<file path="src/rtl/timing_gen.sv">
// timing_gen: beat/phase sequencer driving W[3:1] and T1..T3 for the hardwired controller
module timing_gen #(
   parameter int TDIV = 1,
   parameter int CYCW = 8
) (
   input  logic            MF,
   input  logic            CLR,
   input  logic            QD,
   input  logic            SHORT,
   input  logic            LONG,
   input  logic            STOP,
   output logic [3:1]      W,
   output logic            T1,
   output logic            T2,
   output logic            T3,
   output logic            RUN,
   output logic [CYCW-1:0] CYC
);
   localparam int CW = TDIV > 1 ? $clog2(TDIV) : 1;

   typedef enum logic {S_HALT, S_RUN} state_t;

   state_t        st;
   logic [CW-1:0] cnt;
   logic          qs1, qs2, qs3, stop_pend;
   logic          start, last, cyc_end, halt;

   // start edge, end of phase, and the decisions taken at the end-of-beat sample point
   always_comb begin
      start   = qs2 & ~qs3;
      last    = cnt == CW'(TDIV - 1);
      cyc_end = (W[1] & SHORT) | (W[2] & ~LONG) | W[3];
      halt    = stop_pend | STOP;
   end

   // sequencer: every output comes straight from a flop so T3 cannot glitch
   always_ff @(posedge MF or negedge CLR) begin
      if (!CLR) begin
         st        <= S_HALT;
         W         <= 3'b001;
         T1        <= 1'b0;
         T2        <= 1'b0;
         T3        <= 1'b0;
         RUN       <= 1'b0;
         CYC       <= '0;
         cnt       <= '0;
         stop_pend <= 1'b0;
         qs1       <= 1'b1;
         qs2       <= 1'b1;
         qs3       <= 1'b1;
      end else begin
         qs1 <= QD;
         qs2 <= qs1;
         qs3 <= qs2;
         if (st == S_HALT) begin
            if (start) begin
               st  <= S_RUN;
               RUN <= 1'b1;
               T1  <= 1'b1;
               cnt <= '0;
            end
         end else begin
            cnt <= last ? '0 : cnt + 1'b1;
            if (last) begin
               if (T1) begin
                  T1 <= 1'b0;
                  T2 <= 1'b1;
               end else if (T2) begin
                  T2 <= 1'b0;
                  T3 <= 1'b1;
               end else if (T3) begin
                  T3 <= 1'b0;
                  if (!cyc_end) begin
                     W         <= {W[2:1], 1'b0};
                     T1        <= 1'b1;
                     stop_pend <= halt;
                  end else begin
                     CYC       <= CYC + 1'b1;
                     W         <= 3'b001;
                     stop_pend <= 1'b0;
                     if (halt) begin
                        st  <= S_HALT;
                        RUN <= 1'b0;
                     end else begin
                        T1 <= 1'b1;
                     end
                  end
               end
            end
         end
      end
   end
endmodule
</file>
<file path="config.mk">
export PLATFORM = sky130hd
export DESIGN_NAME = timing_gen
export DESIGN_NICKNAME = d
export VERILOG_FILES = /design/src/rtl/timing_gen.sv
export SDC_FILE = /design/constraint.sdc
export NUM_CORES = 1
export LEC_CHECK = 0
export BUFFER_PORTS_ARGS = -buffer_cell sky130_fd_sc_hd__buf_2
export CORE_MARGIN = 2
export CORE_UTILIZATION = 50
export DETAILED_ROUTE_END_ITERATION = 16
export PLACE_DENSITY = 0.76
export SLEW_MARGIN = 40
export SYNTH_ARGS = -nofsm -noshare
export SYNTH_HDL_FRONTEND = slang
export SYNTH_SLANG_ARGS = --single-unit
</file>
<file path="constraint.sdc">
create_clock -name MF -period 1.9 [get_ports MF]
set_input_delay 0.38 -clock MF [delete_from_list [all_inputs] [get_ports MF]]
set_output_delay 0.38 -clock MF [all_outputs]
set_load 0.03 [all_outputs]
</file>
After elaboration in Yosys (flattened, before gate mapping)
Index checks and enable logic that the tools add are counted.
- $add $sub $neg: 2
- equality and inequality tests: 6
- multiplexer cells: 28
- bitwise logic cells: 11
- reductions and logical operators: 7
- operators by type and width (kind ; count):
    $mux 1 ; 27
    $add 8x1->8 const B ; 1
    $ne 2x2->1 const B ; 4
    $reduce_and 7->1 ; 1
    $reduce_and 6->1 ; 1
    $not 1->1 ; 5
    $reduce_and 5->1 ; 1
    $ne 2x1->1 const B ; 2
    $reduce_and 2->1 ; 2
    $and 1x1->1 ; 3
    $mux 3 ; 1
    $or 1x1->1 ; 3
    $reduce_and 3->1 ; 1
    $reduce_bool 2->1 ; 1
    $add 1x1->1 const B ; 1
- bits in registers: 21
- output and inout port bits: 15

Longest topological paths before layout
Gate-level depths: netlist (run 1).
- depth after elaboration: 10
- depth in mapped cells: 4

Worst setup path after synthesis (run 1)
Ideal clock, no wire load.
- kind: reg-to-reg
- from: register T2
- to: register CYC[1]
- library setup time: 128 ps
- data arrival time: 1408 ps
- path slack: 365 ps
- stages on the path, launching flop included: 4
- buffers on the path: 0
- path through: dfrtp_1 > nand4bb_4 > a21oi_4 > mux2_1
- longest elaborated chain between the ends: 2
- RTL lines (item ; RTL line ; RTL):
    from (decl) ; 14 ; output logic T2,
    from (signal assigned) ; 42 ; T2 <= 1'b0;
    from (signal assigned) ; 67 ; T2 <= 1'b1;
    from (signal assigned) ; 69 ; T2 <= 1'b0;
    $not 1->1 (no line) ; n/a ;
    $reduce_and 6->1 (no line) ; n/a ;
    to (signal assigned) ; 78 ; CYC <= CYC + 1'b1;
    to (decl) ; 17 ; output logic [CYCW-1:0] CYC
No other way between the ends.
A chain may end at the register's enable or synchronous reset.

Final worst setup path (run 1)
Ends and elaborated chain as after synthesis.

==> flow_summary.toml, run 1 <==
[power_and_ir_drop]
leakagePower_uw = 0.000491
p_per_area_nw_per_um2 = 1450
peakVddDrop_v = 0.000849

[floorplanning]
core.rowCount = 14
die_y_um = 45.0
fp.dieW_um = 45.0
ios = 21
start_util_pct = 54.6
die_area_sq_um = 2030
core_area_sq_um = 1540

[synthesis]
syn_nets = 70
synth.area.top_cells = "dfrtp_1 48%, dfstp_2 12%, xnor2_1 5.2%"
synth_edf_count = 0
synth_top_family_by_area = "simple AND/OR/NAND/NOR gates"
yosysSeqAreaShare_pct = 60.0
yosys_warnings = 0
synthAdderAreaFrac_pct = 1.49
synth_compound_area_share_pct = 13.1
synthSimpleGateAreaFrac_pct = 13.7
synthFlopType = "dfrtp_1"
synthMuxAreaShare_pct = 4.01
synth_top_area_share_pct = 47.5
synth.most_common_cell = "dfrtp_1"
syn_avg_cell_area_sq_um = 13.4
syn_area_sq_um = 842
async_flop_share_pct = 100
synth_seq_cells = 20
synth_common_cells = "16 x dfrtp_1, 6 x nand2_1, 5 x xnor2_1"
synth_xor_area_share_pct = 7.28
synth_cell_types = 27
post-synth-top-area-cell = "dfrtp_1"
synthCells = 63

[grt]
grt-ovfl-total = 0
gr-usage-met1_pct = 23.0
grt.busiest_layer = "met2"
grt.met3_usage_pct = 3.60
antenna_found_initial = 0
grt_pass1_wl_um = 2300
grt_pass1_vias = 508
grtUsageTotal_pct = 16.6
grt_use_met2_pct = 24.6
grt_max_degree = 21

[outcome]
outcome = "completed"

[clocking]
postCtsSetupRepairBufs = 0
clkSlewWorstSetupHoldPaths_ps = 110
cts_tree = "yes"
htreeDepth = 1
post_cts_resized = 0
ctsHoldBuffers = 0
clk_latency_ps = 290
cts_sinks = 20
numCtsBuffers = 3
clockBufferDepth = 2
cts_root_buffer = "clkbuf_4"

[finish]
nNetsFinal = 95
fillCellCount = 134
multi_input_area_sq_um = 333
antennaDiodeCount = 0
drive_above_1_share_pct = 40.2
regArea_sq_um = 505
syn_to_final_growth_pct = 18.6
design_area_sq_um = 998
post-route-util_pct = 64.8
stdcell_count = 103

[setup_path]
crit_path_end_kind = "flop"
r2r-end = "CYC[1]"
reg2reg_from = "T2"
crit_path_max_fanout = 8
path_class = "flop to flop"
worstSetupStartpointType = "flop"
ff2ff_setup_slack_ps = 440
rr_worst_depth = 3
cp.arrival_ps = 1640
cp_data_required_time_ps = 2080

[place]
dp_cells = 99
dp.final_hpwl_um = 978
portBuffers = 20
dpl-instance-area_sq_um = 962
gp_congestion = 0.725

[sta]
hold_viol = 0
setup_violations = 0
relSlewSlack_pct = 72.3
clock_skew_ps = 2.90
max_freq_ghz = 0.683
rsz0062_at_grt = "false"
fin_crit_sh_pct = 77.1
holdWs_ps = 8.55
slew_violations = 0
fin_setup_tns_ps = 0
tightest_slew_ps = 416
finalCriticalPeriod_ps = 1460

[detailed_routing]
drtIter0Drc = 9
route.detailed.drc = 0
vias = 534
drt_wl_total_um = 1320
postRouteAntennaNets = 0
wl_per_cell_um = 12.8
first_pass_iters = 2
routed_via_density = 5.18

[min_path]
hp-class = "input pin to async pin"

[run]
drv_cap = 0
[worst max path at each step]
stage,start,endpoint,depth (start not counted)
finish,T2,CYC[1],3
global route,T2,CYC[5],4
CTS,T2,RUN,4
detailed placement,LONG,RUN,5
global placement,LONG,CYC[1],4
floorplan,T2,CYC[1],3
[worst max-delay path: stages, from the launching register on]
cell and delay (ps):
dfrtp_1 420, nand4bb_4 310, a21oi_4 280, mux2_1 340
[cell type report]
| type | instances | share of cell area [%] |
|---|---|---|
| flip-flops and latches | 20 | 50.6 |
| multi-input cells | 42 | 33.3 |
| repair buffers | 20 | 10.0 |
| clock buffers | 4 | 3.63 |
| well taps | 16 | 2.01 |
| inverters | 1 | 0.376 |
[state kept, by name, summed over array words and instances (netlist names)]
| register | flops |
|---|---|
| qs1 | 1 |
| qs3 | 1 |
| T1 | 1 |
| qs2 | 1 |
| stop_pend | 1 |
| RUN | 1 |
| T2 | 1 |
| W | 3 |
| CYC | 8 |
| st | 1 |
| T3 | 1 |
[cell usage in the layout (no fill, tap or decap), drive strengths merged]
master   count
nand4        2
ha           1
buf         20
a211oi       1
nor2         1
dfstp        4
nand3        3
xnor2        5
and3         1
nand2        6
a21oi        3
inv          1
o21ai        5
a21o         1
nor2b        2
nand2b       1
nand4bb      1
and3b        1
mux2         3
a22o         1
dfrtp       16
xor2         2
clkbuf       4
o21a         2
[kinds of logic (layout without fill, tap and decap cells)]
logic type,count (synthesis),after routing
flip-flops,20,20
AND/OR/NAND/NOR,18,18
AO/OA/AOI/OAI,13,13
XOR/XNOR,7,7
multiplexers,3,3
adder cells (fa/ha/maj),1,1
buffers and inverters,1,25
[metal layers]
metal	routed length, um	share of wire, %	vias to the layer above
met2	582	44	12
li1	-	-	267
met1	663	50	253
met4	15	1.1	0
met3	57	4.3	2
met5	0	0	-
[where the power goes]
part           leakage (uW)  switching (uW)  internal [uW]
clock network     0.0000210             119            117
registers          0.000250             118            545
logic              0.000220             349            200
total              0.000491             587            862
[per-stage QoR]
stage / worst slack [ps] / total power (uW)
CTS: 420 / 1470
detailed placement: 436 / 1230
floorplan: 365 / 1070
finish: 435 / 1450
global route: 351 / 1550
global placement: 456 / 1220
No activity file was read; power rests on OpenSTA's default activity.
==> run 2: changes to the inputs <==
==> constraint.sdc (replaced) <==
create_clock -name MF -period 1.4 [get_ports MF]
set_input_delay 0.28 -clock MF [delete_from_list [all_inputs] [get_ports MF]]
set_output_delay 0.28 -clock MF [all_outputs]
set_load 0.03 [all_outputs]
==> run 2 against run 1 <==
Count of clock-buffer cells in the layout did not move; core utilization is 6.2 points higher; register-to-register slack got worse by 430 ps; worst setup slack lost 430 ps; global-route usage is 1.7 points higher; combinational power up 68%.
==> flow_summary.toml, run 2 (same netlist as run 1, synthesis figures left out) <==
[sta]
slew_violations = 0
tightest_slew_ps = 428
rsz0062_at_grt = "true"
holdWs_ps = 62.7
hold_viol = 0
relSlewSlack_pct = 71.4
finalCriticalPeriod_ps = 1400
clock_skew_ps = 4.52
setup_violations = 0
max_freq_ghz = 0.716
fin_crit_sh_pct = 99.7

[grt]
grtUsageTotal_pct = 18.3
grt_pass1_wl_um = 2590
grt_max_degree = 21
antenna_found_initial = 0
grt_pass1_vias = 592
grt-ovfl-total = 0

[place]
portBuffers = 20
gp_congestion = 0.749
dp.final_hpwl_um = 1090

[setup_path]
r2r-end = "CYC[1]"
path_class = "flop to flop"
reg2reg_from = "T2"
cp_data_required_time_ps = 1600
cp.arrival_ps = 1590
rr_worst_depth = 3
crit_path_end_kind = "flop"
ff2ff_setup_slack_ps = 4
crit_path_max_fanout = 7
worstSetupStartpointType = "flop"

[min_path]
min_from = "QD"
holdPathEnd = "qs1"
hp-class = "input pin to flop"
worstHoldPathCells = 1

[detailed_routing]
wl_per_cell_um = 13.9
first_pass_iters = 4
routed_via_density = 5.36
postRouteAntennaNets = 0
vias = 606
drt_wl_total_um = 1570
drtIter0Drc = 7
route.detailed.drc = 0

[clocking]
clkSlewWorstSetupHoldPaths_ps = 110
clk_latency_ps = 300
htreeDepth = 1
numCtsBuffers = 3
cts_sinks = 20
cts_root_buffer = "clkbuf_4"
cts_tree = "yes"
clockBufferDepth = 2

[floorplanning]
die_y_um = 45.0
core.rowCount = 14
fp.dieW_um = 45.0
start_util_pct = 54.6
core_area_sq_um = 1540
ios = 21
die_area_sq_um = 2030

[power_and_ir_drop]
leakagePower_uw = 0.000538
p_per_area_nw_per_um2 = 1960
peakVddDrop_v = 0.00110
p_total_uw = 2150

[finish]
reg_top3 = "CYC: 8 flops, W: 3 flops"
regMostFlops = "CYC"
largest_reg_flops = 8
fillCellCount = 118
antennaDiodeCount = 0
nNetsFinal = 105
syn_to_final_growth_pct = 29.9
most-common-layout-cells = "19 x buf_2, 14 x dfrtp_1, 9 x buf_4"
layout_commonest_cell = "buf_2"
drive_above_1_share_pct = 49.5

[outcome]
outcome = "completed"

[run]
drv_cap = 0
run 2: changes by cell type in the layout (fill, tap and decap cells not counted), sizes merged:
| cell | previous run | this run |
|---|---|---|
| buf | 20 | 28 |
| dlygate4sd3 | 0 | 1 |
| clkbuf | 4 | 5 |
run 2: how the worst max path moves through the flow:
| stage | from | slack, ps | end | cells past startpoint |
|---|---|---|---|---|
| after floorplan | T1 | -70 | CYC[1] | 3 |
| after global placement | T1 | 30 | CYC[1] | 3 |
| after detailed placement | T1 | -20 | CYC[1] | 3 |
| after CTS | T2 | 10 | CYC[1] | 3 |
| after global routing | W[2] | -50 | CYC[5] | 4 |
| final | T2 | 4 | CYC[1] | 3 |
run 2: worst max-delay path, cell delays in order (launching register included):
cell and delay [ps]:
dfrtp_2 420, nand4bb_4 270, a21oi_4 270, mux2_4 320
run 2: power breakdown:
part / internal, uW / switching, uW / leakage (uW)
registers: 744 / 150 / 0.000247
clock network: 159 / 172 / 0.0000210
logic: 387 / 534 / 0.000270
run 2: stage by stage:
step	cell area [sq um]	TNS, ps	std cells	setup slack [ps]	util, %
2_1_floorplan	856	-221	63	-70.4	-
3_3_place_gp	1010	0	103	29.6	65.3
3_5_place_dp	1010	-28.8	103	-17.3	65.3
4_1_cts	1070	0	111	14.0	69.7
5_1_grt	1090	-254	113	-54.8	70.9
6_report	1090	0	113	4.12	70.9
run 2: cell type report:
type                       count  area [sq um]  area share, %
sequential                    20           508           46.5
inverter                       1          3.75          0.343
clock buffer                   4          36.3           3.32
tap                           16          20.0           1.83
timing repair buffer          30           180           16.5
multi-input combinational     42           345           31.6
run 2: repair_timing:
action,4_1_cts,5_1_grt
gates resized for setup,0,2
pin swaps,1,2
hold buffers,1,0
endpoints found under the hold margin,16,0
buffers inserted,3,2
endpoints found under the setup margin,4,9
run 2: per-layer routing:
layer  track usage [%]  share of wire (%)  vias to the layer above
met5                 0                  0                        -
met4              8.82                1.3                        0
met3              2.40                4.3                        3
met2              31.7                 52                       14
met1              22.3                 43                      300
li1                  -                  -                      289
